===== src/rtl/alu_op_sequencer_if.sv =====
// rtl/alu_op_sequencer_if.sv - issue, ALU drive and write-back signals of the ALU op sequencer
interface alu_op_sequencer_if #(
  parameter int WIDTH = 32,
  parameter int TAG_W = 4
);
  logic             in_valid;
  logic             in_ready;
  logic [3:0]       in_cond;
  logic [3:0]       in_opcode;
  logic             in_s;
  logic [WIDTH-1:0] in_op_a;
  logic [WIDTH-1:0] in_op_b;
  logic [TAG_W-1:0] in_rd;

  logic [WIDTH-1:0] alu_a;
  logic [WIDTH-1:0] alu_b;
  logic [2:0]       alu_control;
  logic [WIDTH-1:0] alu_result;
  logic [3:0]       alu_flags;

  logic             out_valid;
  logic             out_ready;
  logic [WIDTH-1:0] out_result;
  logic [TAG_W-1:0] out_rd;
  logic             out_wr;
  logic             out_err;
  logic [3:0]       flags_q;

  modport slave (
    input  in_valid, in_cond, in_opcode, in_s, in_op_a, in_op_b, in_rd,
    output in_ready,
    output alu_a, alu_b, alu_control,
    input  alu_result, alu_flags,
    output out_valid, out_result, out_rd, out_wr, out_err, flags_q,
    input  out_ready
  );

  modport master (
    output in_valid, in_cond, in_opcode, in_s, in_op_a, in_op_b, in_rd,
    input  in_ready,
    input  alu_a, alu_b, alu_control,
    output alu_result, alu_flags,
    input  out_valid, out_result, out_rd, out_wr, out_err, flags_q,
    output out_ready
  );
endinterface


===== src/rtl/alu_op_sequencer.sv =====
// rtl/alu_op_sequencer.sv - condition-checked one/two-pass ALU issue with NZCV ownership
module alu_op_sequencer #(
  parameter int WIDTH = 32,
  parameter int TAG_W = 4
) (
  input logic               clk,
  input logic               reset,
  alu_op_sequencer_if.slave bus
);
  localparam logic [3:0] OP_AND = 4'h0, OP_EOR = 4'h1, OP_SUB = 4'h2, OP_RSB = 4'h3;
  localparam logic [3:0] OP_ADD = 4'h4, OP_TST = 4'h8, OP_TEQ = 4'h9, OP_CMP = 4'hA;
  localparam logic [3:0] OP_ORR = 4'hC, OP_MOV = 4'hD, OP_BIC = 4'hE, OP_MVN = 4'hF;

  localparam logic [2:0] ALU_ADD = 3'b000, ALU_SUB = 3'b001, ALU_AND = 3'b010;
  localparam logic [2:0] ALU_OR  = 3'b011, ALU_XOR = 3'b110, ALU_NOT = 3'b111;

  typedef enum logic [1:0] {IDLE, PASS1, PASS2, RESP} state_t;

  state_t state, state_nx;

  logic [3:0]       opcode_q;
  logic             s_q;
  logic [WIDTH-1:0] op_a_q;
  logic [WIDTH-1:0] alu_a_q, alu_b_q;
  logic [2:0]       alu_ctl_q;
  logic [WIDTH-1:0] result_q;
  logic [TAG_W-1:0] rd_q;
  logic             wr_q, err_q;
  logic [3:0]       flags_r;

  logic [WIDTH-1:0] p1_a, p1_b;
  logic [2:0]       p1_ctl;
  logic             accept, go, test_only, arith, last_pass;

  function automatic logic cond_pass(input logic [3:0] c, input logic [3:0] f);
    logic n, z, cf, v;
    {n, z, cf, v} = f;
    case (c)
      4'h0:    return z;
      4'h1:    return !z;
      4'h2:    return cf;
      4'h3:    return !cf;
      4'h4:    return n;
      4'h5:    return !n;
      4'h6:    return v;
      4'h7:    return !v;
      4'h8:    return cf && !z;
      4'h9:    return !cf || z;
      4'hA:    return n == v;
      4'hB:    return n != v;
      4'hC:    return !z && (n == v);
      4'hD:    return z || (n != v);
      4'hE:    return 1'b1;
      default: return 1'b0;
    endcase
  endfunction

  function automatic logic supported(input logic [3:0] op);
    return !(op inside {4'h5, 4'h6, 4'h7, 4'hB});
  endfunction

  assign accept    = (state == IDLE) && bus.in_valid;
  assign go        = cond_pass(bus.in_cond, flags_r) && supported(bus.in_opcode);
  assign test_only = opcode_q inside {OP_TST, OP_TEQ, OP_CMP};
  assign arith     = opcode_q inside {OP_ADD, OP_SUB, OP_RSB, OP_CMP};
  assign last_pass = ((state == PASS1) && (opcode_q != OP_BIC)) || (state == PASS2);

  // First-pass operand routing straight from the offered instruction
  always_comb begin
    p1_a   = '0;
    p1_b   = '0;
    p1_ctl = ALU_ADD;
    case (bus.in_opcode)
      OP_AND, OP_TST: begin p1_a = bus.in_op_a; p1_b = bus.in_op_b; p1_ctl = ALU_AND; end
      OP_EOR, OP_TEQ: begin p1_a = bus.in_op_a; p1_b = bus.in_op_b; p1_ctl = ALU_XOR; end
      OP_SUB, OP_CMP: begin p1_a = bus.in_op_a; p1_b = bus.in_op_b; p1_ctl = ALU_SUB; end
      OP_RSB:         begin p1_a = bus.in_op_b; p1_b = bus.in_op_a; p1_ctl = ALU_SUB; end
      OP_ADD:         begin p1_a = bus.in_op_a; p1_b = bus.in_op_b; p1_ctl = ALU_ADD; end
      OP_ORR:         begin p1_a = bus.in_op_a; p1_b = bus.in_op_b; p1_ctl = ALU_OR;  end
      OP_MOV:         begin p1_a = bus.in_op_b; p1_b = bus.in_op_b; p1_ctl = ALU_OR;  end
      OP_BIC, OP_MVN: begin p1_a = bus.in_op_b; p1_ctl = ALU_NOT; end
      default: ;
    endcase
  end

  always_ff @(posedge clk or posedge reset) begin
    if (reset) state <= IDLE;
    else       state <= state_nx;
  end

  always_comb begin
    state_nx = state;
    case (state)
      IDLE:    if (bus.in_valid) state_nx = go ? PASS1 : RESP;
      PASS1:   state_nx = (opcode_q == OP_BIC) ? PASS2 : RESP;
      PASS2:   state_nx = RESP;
      RESP:    if (bus.out_ready) state_nx = IDLE;
      default: state_nx = IDLE;
    endcase
  end

  always_ff @(posedge clk or posedge reset) begin
    if (reset) begin
      opcode_q  <= '0;
      s_q       <= 1'b0;
      op_a_q    <= '0;
      alu_a_q   <= '0;
      alu_b_q   <= '0;
      alu_ctl_q <= '0;
      result_q  <= '0;
      rd_q      <= '0;
      wr_q      <= 1'b0;
      err_q     <= 1'b0;
      flags_r   <= '0;
    end else begin
      alu_a_q   <= '0;
      alu_b_q   <= '0;
      alu_ctl_q <= '0;
      if (accept) begin
        opcode_q <= bus.in_opcode;
        s_q      <= bus.in_s;
        op_a_q   <= bus.in_op_a;
        rd_q     <= bus.in_rd;
        if (go) begin
          alu_a_q   <= p1_a;
          alu_b_q   <= p1_b;
          alu_ctl_q <= p1_ctl;
        end else begin
          result_q <= '0;
          wr_q     <= 1'b0;
          err_q    <= !supported(bus.in_opcode);
        end
      end else if ((state == PASS1) && (opcode_q == OP_BIC)) begin
        // BIC second pass: Rn AND the inverted operand captured in pass one
        alu_a_q   <= op_a_q;
        alu_b_q   <= bus.alu_result;
        alu_ctl_q <= ALU_AND;
      end else if (last_pass) begin
        result_q <= bus.alu_result;
        wr_q     <= !test_only;
        err_q    <= 1'b0;
        if (s_q || test_only) begin
          if (arith) flags_r <= bus.alu_flags;
          else       flags_r <= {bus.alu_flags[3:2], flags_r[1:0]};
        end
      end
    end
  end

  assign bus.in_ready    = (state == IDLE);
  assign bus.out_valid   = (state == RESP);
  assign bus.alu_a       = alu_a_q;
  assign bus.alu_b       = alu_b_q;
  assign bus.alu_control = alu_ctl_q;
  assign bus.out_result  = result_q;
  assign bus.out_rd      = rd_q;
  assign bus.out_wr      = wr_q;
  assign bus.out_err     = err_q;
  assign bus.flags_q     = flags_r;
endmodule


===== src/flat_wrapper.sv =====
// flat-port wrapper written by rule: the top's interface ports become plain ports
module alu_op_sequencer_flat 
#(
  parameter int WIDTH = 32,
  parameter int TAG_W = 4
)
  (clk, reset, bus_in_valid, bus_in_cond, bus_in_opcode, bus_in_s, bus_in_op_a, bus_in_op_b, bus_in_rd, bus_in_ready, bus_alu_a, bus_alu_b, bus_alu_control, bus_alu_result, bus_alu_flags, bus_out_valid, bus_out_result, bus_out_rd, bus_out_wr, bus_out_err, bus_flags_q, bus_out_ready);
  alu_op_sequencer_if #(.WIDTH(WIDTH), .TAG_W(TAG_W)) bus_i ();
  input logic clk;
  input logic reset;
  input wire logic [$bits(bus_i.in_valid)-1:0] bus_in_valid;
  input wire logic [$bits(bus_i.in_cond)-1:0] bus_in_cond;
  input wire logic [$bits(bus_i.in_opcode)-1:0] bus_in_opcode;
  input wire logic [$bits(bus_i.in_s)-1:0] bus_in_s;
  input wire logic [$bits(bus_i.in_op_a)-1:0] bus_in_op_a;
  input wire logic [$bits(bus_i.in_op_b)-1:0] bus_in_op_b;
  input wire logic [$bits(bus_i.in_rd)-1:0] bus_in_rd;
  output wire logic [$bits(bus_i.in_ready)-1:0] bus_in_ready;
  output wire logic [$bits(bus_i.alu_a)-1:0] bus_alu_a;
  output wire logic [$bits(bus_i.alu_b)-1:0] bus_alu_b;
  output wire logic [$bits(bus_i.alu_control)-1:0] bus_alu_control;
  input wire logic [$bits(bus_i.alu_result)-1:0] bus_alu_result;
  input wire logic [$bits(bus_i.alu_flags)-1:0] bus_alu_flags;
  output wire logic [$bits(bus_i.out_valid)-1:0] bus_out_valid;
  output wire logic [$bits(bus_i.out_result)-1:0] bus_out_result;
  output wire logic [$bits(bus_i.out_rd)-1:0] bus_out_rd;
  output wire logic [$bits(bus_i.out_wr)-1:0] bus_out_wr;
  output wire logic [$bits(bus_i.out_err)-1:0] bus_out_err;
  output wire logic [$bits(bus_i.flags_q)-1:0] bus_flags_q;
  input wire logic [$bits(bus_i.out_ready)-1:0] bus_out_ready;
  assign bus_i.in_valid = bus_in_valid;
  assign bus_i.in_cond = bus_in_cond;
  assign bus_i.in_opcode = bus_in_opcode;
  assign bus_i.in_s = bus_in_s;
  assign bus_i.in_op_a = bus_in_op_a;
  assign bus_i.in_op_b = bus_in_op_b;
  assign bus_i.in_rd = bus_in_rd;
  assign bus_in_ready = bus_i.in_ready;
  assign bus_alu_a = bus_i.alu_a;
  assign bus_alu_b = bus_i.alu_b;
  assign bus_alu_control = bus_i.alu_control;
  assign bus_i.alu_result = bus_alu_result;
  assign bus_i.alu_flags = bus_alu_flags;
  assign bus_out_valid = bus_i.out_valid;
  assign bus_out_result = bus_i.out_result;
  assign bus_out_rd = bus_i.out_rd;
  assign bus_out_wr = bus_i.out_wr;
  assign bus_out_err = bus_i.out_err;
  assign bus_flags_q = bus_i.flags_q;
  assign bus_i.out_ready = bus_out_ready;
  alu_op_sequencer #(.WIDTH(WIDTH), .TAG_W(TAG_W)) u_core (.clk(clk), .reset(reset), .bus(bus_i));
endmodule

===== config.mk =====
export PLATFORM = sky130hd
export DESIGN_NAME = alu_op_sequencer_flat
export DESIGN_NICKNAME = d
export VERILOG_FILES = /design/src/rtl/alu_op_sequencer_if.sv /design/src/rtl/alu_op_sequencer.sv /design/src/flat_wrapper.sv
export SDC_FILE = /design/constraint.sdc
export NUM_CORES = 1
export LEC_CHECK = 0
export BUFFER_PORTS_ARGS = -buffer_cell sky130_fd_sc_hd__buf_2
export CORE_MARGIN = 5
export CORE_UTILIZATION = 46
export CTS_CLUSTER_SIZE = 14
export DETAILED_ROUTE_END_ITERATION = 16
export PLACE_DENSITY = 0.87
export SYNTH_ARGS = -nofsm -noshare
export SYNTH_HDL_FRONTEND = slang
export SYNTH_SLANG_ARGS = --single-unit

===== constraint.sdc =====
create_clock -name clk -period 4.6 [get_ports clk]
set_input_delay 0.46 -clock clk [delete_from_list [all_inputs] [get_ports clk]]
set_output_delay 0.46 -clock clk [all_outputs]
set_load 0.01 [all_outputs]

Word level (Yosys, flattened, before mapping) --
Index checks and enable logic that the tools add are counted. Widths: inputs -> output; s select.
Word-level totals: word-level logic and storage cells 126, bits in registers 148, input port bits 117
Cells by class: reduce and logical (&&, ||, !) cells 35, bitwise logic cells 2, equality and inequality tests 46, mux-type cells 30
Operator list (number):
- $mux 32 | 10
- $pmux 32 s2 | 2
- $eq 4x4->1 const B | 19
- $eq 4x3->1 const B | 9
- $eq 4x2->1 const B | 6
- $pmux 1 s15 | 1
- $pmux 3 s5 | 1
- $mux 1 | 9
- $reduce_or 9->1 | 1
- $eq 4x1->1 const B | 2
- $logic_not 4->1 | 2
- $mux 2 | 4
- $pmux 2 s4 | 1
- $reduce_bool 4->1 | 2
- $reduce_or 2->1 | 4
- $reduce_or 8->1 | 1
- $logic_and 1x1->1 | 6
- $logic_not 1->1 | 6
- $mux 3 | 2
- $reduce_and 5->1 | 1
- $eq 2x2->1 const B | 2
- $logic_or 1x1->1 | 4
- $ne 2x1->1 const B | 2
- $ne 2x2->1 const B | 2
- 13 further kinds | 14

Logic depth before layout (Yosys ltp) --
Gate-level depths: netlist of run 1.
depth in word-level cells 7, depth in mapped cells 10, mapped depth without buffers 7

Worst setup path after synthesis of run 1 --
No wires, ideal clock.
path type reg2reg, start point register u_core.state[0], end point register u_core.result_q[10] (netlist: u_core.bus.out_result[10]), path buffers 3, arrival time 2.091 ns, path slack 2.423 ns, setup time 0.087 ns, stages on the path, launching flop included 11, cells stage by stage dfrtp_1 inv_1 ha_1 and2_1 clkbuf_1 o21ai_0 nor2_1 buf_2 buf_1 o211ai_1 o211ai_1
Between the ends: elaborated cells on any way between the ends 12, those cells by class eq/ne: 4; mux: 1; reduce/logical: 7
RTL lines:
- start, declared | line alu_op_sequencer.sv:19 | state_t state, state_nx;
- start signal, assigned | line alu_op_sequencer.sv:88 | else state <= state_nx;
- $logic_not 2->1 *
- net bus_in_ready | line flat_wrapper.sv:18 | output wire logic [$bits(bus_i.in_ready)-1:0] bus_in_ready;
- $logic_and 1x1->1 * | line alu_op_sequencer.sv:62 | assign accept = (state == IDLE) && bus.in_valid;
- $ne 2x2->1 (no source line) (tied with other cells)
- $reduce_and 3->1 (no source line)
- end signal, assigned | line alu_op_sequencer.sv:139 | result_q <= bus.alu_result;
- end, declared | line alu_op_sequencer.sv:26 | logic [WIDTH-1:0] result_q;
Mark *: on every way through the listed nets, which the timed path passes. The rest lies on a longest branch. A chain may end at the register's enable or synchronous reset.

Worst setup path after layout of run 1 --
start point register u_core.state[1], end point register u_core.result_q[24] (netlist: u_core.bus.out_result[24])
Between the ends: cells in the longest elaborated chain, start to end 5, elaborated cells on any way between the ends 12, those cells by class eq/ne: 4; mux: 1; reduce/logical: 7
RTL lines:
- $eq 2x1->1 | line alu_op_sequencer.sv:66, alu_op_sequencer.sv:133
- $logic_and 1x1->1 | line alu_op_sequencer.sv:66 | assign last_pass = ((state == PASS1) && (opcode_q != OP_BIC)) || (state == PASS2);
- $logic_or 1x1->1 | line alu_op_sequencer.sv:66
- $reduce_bool 2->1 (no source line)
- $reduce_and 3->1 (no source line)
Several ways; a longest one is shown, not always the timed one.

==> results by group, run 1 <==
GRT
  – Grt ovf: 0
  – Total Routing Usage GR: 25.2%
  – Met3 GRT Util: 6.37%
  – Initial antenna violation count: 0
  – Grt met2 use: 38.7%
  – Most Used Layer, Global Route: met2
  – Vias in the first global route: 6751
  – Grt met1 use: 34.0%
  – First-pass GRT wire length: 35.8 mm
  – Largest net degree at the start of global routing: 80

Timing
  – Final Hold Fails: 0
  – Relative slew margins: 28.9%
  – Setup violations, final: 0
  – Fin Setup TNS: 0 ps
  – Minimum clock period: 3320 ps
  – RSZ-0062 raised after global routing: no
  – Final Max Slew Viols: 0
  – Tcrit/Tclk final: 72.2%
  – Worst Skew: 11.4 ps
  – F_max: 0.301 GHz
  – Slew @ Worst Pin: 1060 ps
  – Final hold slack: 98.9 ps

Logic synthesis
  – YS warnings: 0
  – Synth area leader: dfrtp_1
  – Seq/Total Area, Yosys: 51.8%
  – Syn nets: 875
  – Post-Syn Area: 7150 um2
  – Average size of a mapped cell: 9.48 um2
  – Cells after Synth: 754
  – Cell variety after synth: 42
  – Top cells by area, synth: dfrtp_1, nand2_1, o211ai_1
  – Number of synthesized register bits: 148
  – Top-area cell type share of the netlist area: 51.8%

Route
  – Via density: 5.98
  – Iter 0 DRT Violations: 603
  – Post-route ant nets: 0
  – DRT Pass-1 Iters: 5
  – DR DRC count: 0
  – Total Routed Length: 22.8 mm
  – DR WL/cell: 19.9 um
  – Vias after detailed routing: 6870

Clock tree
  – Post-CTS Setup Inserts: 0
  – H-Tree Depth: 4
  – Reg clk slew, reported paths: 60 ps
  – Root buffer cell: clkbuf_16
  – Post-CTS Resized: 0
  – Clock Tree Buf Depth: 2
  – Number of clock sinks: 148
  – Later-pin clock latency in the skew report: 430 ps
  – # hold bufs at CTS: 0
  – CTS tree: done
  – Total CTS buffers: 17

Power and ir drop
  – IR drop worst, VDD: 0.000355 V
  – Sequential share of power: 39.2%
  – Power Dens Cells: 559 nW/um2
  – Power Internal: 3160 uW
  – Total power: 5060 uW
  – Combinational share of power: 34.6%
  – Switching power: 1890 uW
  – Clock power frac: 26.3%
  – Sw Share: 37.4%
  – Leakage power: 0.00443 uW

Critical path
  – Crit path largest cell delay: 690 ps
  – Stages on worst setup path: 9
  – Crit. End Element: register
  – CP cell instances: inv_1 -> ha_1 -> and2_4 -> buf_4 -> o21ai_0 -> nor2_4 -> buf_4 -> o211ai_1 -> o211ai_1
  – Crit-path slowest cell: buf_4
  – Crit Path Category: reg -> reg
  – Crit path buf inv count: 3
  – Worst Path Arrival: 3640 ps
  – Critical Path Source Type: register
  – Delay-heaviest family, CP: buffers and inverters
  – Worst-path fanout max: 79
  – Worst Reg-to-Reg Cells: 9
  – CP Data Required Time: 4920 ps

Min path
  – HP Class: in -> async

Floorplanning
  – Core Area: 15200 um2
  – Row cnt: 45
  – Die Wd: 135 um
  – Die outline height: 135 um
  – I/O pin cnt: 228
  – Initial Utilization: 47.0%
  – Die ar.: 18100 um2

Outcome
  – Status: finished clean

Final layout
  – Share of layout cells above drive strength 1: 30.3%
  – Area Overhead vs Synth: 26.6%
  – Filler instances: 1328
  – Final #Nets: 1068
  – Storage element area: 3700 um2
  – Antenna diodes: 0
  – Multi-input gate area: 3250 um2

Run
  – Max_cap viols: 0

Place
  – Port bufs: 227
  – Routability cong.: 0.869
  – Post-DP HPWL: 15.4 mm
## flip-flops by register name, indices dropped and copies added (netlist names)
signal / flops
u_core.bus.out_result: 32
u_core.bus.out_rd: 4
u_core.bus.out_err: 1
u_core.bus.alu_a: 32
u_core.op_a_q: 32
u_core.state: 2
u_core.bus.out_wr: 1
u_core.bus.alu_control: 3
u_core.bus.alu_b: 32
u_core.bus.flags_q: 4
u_core.s_q: 1
u_core.opcode_q: 4
## routing by layer
layer | share of wire [%] | vias up
li1 | - | 3114
met1 | 42 | 3287
met2 | 47 | 412
met3 | 8.3 | 57
met4 | 2.9 | 0
met5 | 0 | -
## final timing paths
path                                    from                   endpoint  slack, ps
hold reg to reg            u_core.op_a_q[30]          u_core.op_a_q[30]        470
setup reg to reg             u_core.state[1]  u_core.bus.out_result[24]       1280
min in group clk                bus_in_rd[0]       u_core.bus.out_rd[0]        230
max in group asynchronous              reset        u_core.bus.alu_a[7]       3450
setup / recovery             u_core.state[1]  u_core.bus.out_result[24]       1280
hold / removal                         reset  u_core.bus.out_result[19]        100
## stage by stage
| step | cell area, um2 | instances | setup WS (ps) | util [%] |
|---|---|---|---|---|
| after global routing | 9050 | 1148 | 1070 | 59.5 |
| after CTS | 9030 | 1147 | 1330 | 59.4 |
| final | 9050 | 1148 | 1280 | 59.5 |
| after global placement | 8470 | 1115 | 1600 | 55.7 |
| after detailed placement | 8470 | 1115 | 1420 | 55.7 |
| after floorplan | 7150 | 754 | 160 | - |
## cell type report
| type | instances | area share, % |
|---|---|---|
| Timing Repair Buffer | 241 | 13.8 |
| Tap cell | 188 | 2.60 |
| Inverter | 11 | 0.512 |
| Clock buffer | 21 | 5.09 |
| Clock inverter | 11 | 1.15 |
| Multi-Input combinational cell | 528 | 35.9 |
| Sequential cell | 148 | 40.9 |
## placed cells by master (no fill, tap or decap), types with 3 or more instances in the layout
master      count
a21oi_1         5
o21ai_1        66
and3_1          3
nor2_1          7
inv_1          10
nor3b_1         3
o21a_1          3
a31oi_1         3
nand3b_1        3
ha_1            4
dfrtp_1       148
nand3_1        67
mux2_2          4
nand2_1       157
clkbuf_16      17
mux2i_1        35
o21ai_0         6
buf_4          13
buf_2         227
o211ai_1       66
a22oi_1        64
clkinvlp_4      5
## synth_stat cells, drive strengths merged
cell type and n:
nand4b 1, nor4bb 1, o31ai 1, o32a 1
nor2b 2, dfrtp 148, buf 19, inv 11
nand2b 2, and3 3, nand2 158, and2 2
mux2 4, nand3b 3, nand3 67, nor3b 4
xor2 2, a31oi 3, xnor2 1, a21oi 7
o21a 3, nor3 3, o21ai 72, and4 1
o21bai 1, o2bb2ai 1, o211ai 66, ha 4
mux2i 36, a22oi 64, clkbuf 48, a311oi 1
o32ai 3, a2111oi 1, nor2 9, o22a 1
## power by group through the flow
stage	clock network, uW	registers (uW)	logic (uW)
6_report	1330	1980	1750
4_1_cts	1340	1970	1750
3_3_place_gp	0	1960	1680
3_5_place_dp	0	1990	1740
2_1_floorplan	0	2040	1040
5_1_grt	1400	2030	1930
## logic make-up (layout without fill, tap and decap cells)
kind of cell,after synthesis,in the layout,synth area share [%]
flops,148,148,51.8
simple gates,256,256,15.7
mux,40,40,5.72
buf+inv,78,284,4.39
compound gates,225,225,21.3
xor+xnor,3,3,0.368
fa+ha+maj,4,4,0.700
## worst register-to-register path, stage by stage, from the launching register on
cell and delay (ps):
dfrtp_1 430, inv_1 100, ha_1 290, and2_4 200
buf_4 690, o21ai_0 350, nor2_4 190, buf_4 560
o211ai_1 250, o211ai_1 150
Power figures use the tool's default switching activity.
==> run 2: changes to the inputs <==
--- a/config.mk
+++ b/config.mk
@@ -5,12 +5,13 @@
 export SDC_FILE = /design/constraint.sdc
 export NUM_CORES = 1
 export LEC_CHECK = 0
+export ABC_AREA = 1
 export BUFFER_PORTS_ARGS = -buffer_cell sky130_fd_sc_hd__buf_2
 export CORE_MARGIN = 5
-export CORE_UTILIZATION = 46
+export CORE_UTILIZATION = 51
 export CTS_CLUSTER_SIZE = 14
 export DETAILED_ROUTE_END_ITERATION = 16
-export PLACE_DENSITY = 0.87
+export PLACE_DENSITY = 0.92
 export SYNTH_ARGS = -nofsm -noshare
 export SYNTH_HDL_FRONTEND = slang
 export SYNTH_SLANG_ARGS = --single-unit
==> constraint.sdc (replaced) <==
create_clock -name clk -period 3.4 [get_ports clk]
set_input_delay 0.34 -clock clk [delete_from_list [all_inputs] [get_ports clk]]
set_output_delay 0.34 -clock clk [all_outputs]
set_load 0.01 [all_outputs]
==> results by group, run 2 <==
Route
  – Vias after detailed routing: 6617 (-3.7%)
  – Via density: 5.53 (-7.5%)
  – DR DRC count: 0 (unchanged)
  – Iter 0 DRT Violations: 579 (-4.0%)
  – Total Routed Length: 20.1 mm (-12%)
  – Post-route ant nets: 0 (unchanged)
  – DRT Pass-1 Iters: 7 (+2)
  – DR WL/cell: 16.8 um (-15%)

Logic synthesis
  – Seq/Total Area, Yosys: 55.2% (+3.4 points)
  – Top cells by count, synth: nand2_1, dfrtp_1, o21ai_0, nand3_1, nor2_1
  – Top-count cell post-synth: nand2_1
  – Number of synthesized register bits: 148 (unchanged)
  – Synth area leader: dfrtp_1
  – Top-area cell type share of the netlist area: 55.2% (+3.4 points)
  – Cell variety after synth: 30 (-29%)
  – EDFF count, synth: 0 (unchanged)
  – Post-Syn Area: 6710 um2 (-6.1%)
  – Average size of a mapped cell: 8.36 um2 (-12%)
  – Asr flop ratio synth: 100% (unchanged)
  – YS warnings: 0 (unchanged)
  – Top_reg_cell synth: dfrtp_1
  – Syn nets: 924 (+5.6%)
  – Cells after Synth: 803 (+6.5%)
  – Top cells by area, synth: dfrtp_1, nand2_1, o21ai_0

Floorplanning
  – Die Wd: 125 um (-7.4%)
  – Die outline height: 125 um (-7.4%)
  – Row cnt: 42 (-6.7%)
  – Core Area: 13100 um2 (-14%)
  – Die ar.: 15600 um2 (-14%)
  – Initial Utilization: 51.3% (+4.3 points)
  – I/O pin cnt: 228 (unchanged)

GRT
  – Most Used Layer, Global Route: met2
  – Grt met2 use: 41.3% (+2.5 points)
  – Met3 GRT Util: 7.08% (+0.70 points)
  – First-pass GRT wire length: 32.5 mm (-9.4%)
  – Largest net degree at the start of global routing: 149 (+86%)
  – Grt met1 use: 33.7% (-0.32 points)
  – Grt ovf: 0 (unchanged)
  – Total Routing Usage GR: 26.0% (+0.77 points)
  – Vias in the first global route: 6476 (-4.1%)
  – Initial antenna violation count: 1 (+1)

Place
  – Routability cong.: 0.832 (-4.3%)
  – Placed Area: 7940 um2 (-6.3%)
  – Cells after DPL: 1165 (+4.5%)
  – Dpl ws: 785 ps (-632 ps)
  – Port bufs: 227 (unchanged)
  – Post-DP HPWL: 13.2 mm (-14%)

Final layout
  – Fin cells: 1196 (+4.2%)
  – Most common cell after layout, fill and taps aside: nand2_1
  – Final #Nets: 1129 (+5.7%)
  – Commonest non-fill, non-tap cells in the layout: nand2_1, buf_2, dfrtp_1, o21ai_0, nand3_1
  – Area Overhead vs Synth: 27.3%
  – Share of layout cells above drive strength 1: 28.7% (-1.7 points)
  – Layout Utilization: 65.3% (+5.8 points)
  – Fin area: 8540 um2 (-5.6%)

Min path
  – Worst hold endpoint: u_core.bus.out_rd[1]
  – HP Start: bus_in_rd[1]
  – Hold path depth: 3
  – HP Class: in -> reg

Critical path
  – Reg-to-Reg Start: u_core.state[0]
  – Worst Path Arrival: 2870 ps (-770 ps)
  – Critical Path Source Type: register
  – Worst reg2reg setup slack: 840 ps (-440 ps)
  – Worst-path fanout max: 48 (-39%)
  – Crit. End Element: register
  – Crit Path Category: reg -> reg
  – CP Data Required Time: 3700 ps (-1220 ps)
  – Reg-to-Reg End: u_core.bus.flags_q[0]
  – Worst setup startpoint: u_core.state[0]
  – Worst Reg-to-Reg Cells: 11 (+2)

Timing
  – RSZ-0062 raised after global routing: no
  – Relative slew margins: 33.3% (+4.4 points)
  – Minimum clock period: 2560 ps (-759 ps)
  – Worst Slack Setup Final: 837 ps (-441 ps)
  – Slew @ Worst Pin: 997 ps (-66.7 ps)
  – Final Max Slew Viols: 0 (unchanged)
  – Final Hold Fails: 0 (unchanged)
  – F_max: 0.390 GHz (+30%)
  – Worst Skew: 6.66 ps (-4.79 ps)
  – Fin Setup TNS: 0 ps (unchanged)
  – Tcrit/Tclk final: 75.4% (+3.2 points)
  – Setup violations, final: 0 (unchanged)

Power and ir drop
  – IR drop worst, VDD: 0.000414 V (+16%)
  – Leakage power: 0.00455 uW (+2.6%)
  – Power Dens Cells: 791 nW/um2 (+42%)

Clock tree
  – Later-pin clock latency in the skew report: 420 ps (about the same)
  – H-Tree Depth: 4 (unchanged)
  – Number of clock sinks: 148 (unchanged)
  – Root buffer cell: clkbuf_16
  – CTS tree: done
  – Post-CTS Setup Inserts: 0 (unchanged)
  – Reg clk slew, reported paths: 60 ps (about the same)
  – Clock Tree Buf Depth: 2 (unchanged)
  – Total CTS buffers: 17 (unchanged)
  – Post-CTS Resized: 0 (unchanged)
  – # hold bufs at CTS: 0 (unchanged)

Outcome
  – Status: finished clean

Run
  – Max_cap viols: 0 (unchanged)
==> run 2: cell types whose count changed in the layout (fill, tap and decap cells not counted), sizes merged, moves of 13 or more <==
| cell | before | now |
|---|---|---|
| nand3 | 67 | 80 |
| nand2 | 158 | 285 |
| inv | 12 | 28 |
| a31oi | 3 | 33 |
| nor2 | 9 | 46 |
| a22oi | 64 | 1 |
| mux2i | 36 | 0 |
| o211ai | 66 | 1 |
| o21ai | 72 | 108 |
==> run 2: area by class of cell <==
type                       instances  area, um2
inverter                          30        118
clock inverter                    11        160
fill                            1067       4540
timing repair buffer             237       1220
sequential                       148       3700
tap                              176        220
antenna                            1       2.50
clock buffer                      19        443
multi-input combinational        574       2670
==> run 2: stage by stage <==
| step | hold WS, ps | power [uW] |
|---|---|---|
| final | 113 | 6760 |
| after global routing | 98.9 | 7200 |
| after CTS | 98.8 | 6770 |
| after detailed placement | 456 | 4840 |
| after global placement | 451 | 4730 |
| after floorplan | 439 | 4040 |
==> run 2: cells by family (layout without fill, tap and decap cells) <==
group                      count (synthesis)  in the layout  share of synthesized area [%]
AOI/OAI and AO/OA                        156            156                           13.1
adders and majority gates                  4              4                          0.746
buffers and inverters                     81            297                           5.56
and+or+nand+nor                          414            414                           25.4
DFF                                      148            148                           55.2
other                                      0              1                              0
==> run 2: layer usage <==
layer,part of all wire [%],vias to the layer above
li1,-,3056
met1,39,3107
met2,48,405
met3,10,49
met4,2.8,0
met5,0,-
==> run 2: report_power, final <==
group	total (uW)	switching [uW]	internal, uW	leakage (uW)
Combinational	2300	1560	737	0.00232
Clock	1930	698	1230	0.000294
Sequential	2530	251	2280	0.00194
==> run 2: how the worst max path moves through the flow <==
stage | end | slack [ps]
4_1_cts | u_core.bus.flags_q[0] | 850
2_1_floorplan | u_core.bus.alu_a[0] | 1200
3_3_place_gp | u_core.bus.flags_q[0] | 890
3_5_place_dp | u_core.bus.out_result[5] | 780
5_1_grt | u_core.bus.flags_q[0] | 650
6_report | u_core.bus.flags_q[0] | 840
==> run 2: worst max-delay path: stages, from the launching register on <==
cell	delay (ps)
dfrtp_1	370
inv_1	80
ha_1	250
nand2_2	100
buf_4	480
nand2_1	180
nor2_4	140
inv_2	290
nor2_4	240
nand2_1	140
nor2_1	120
a21oi_1	50
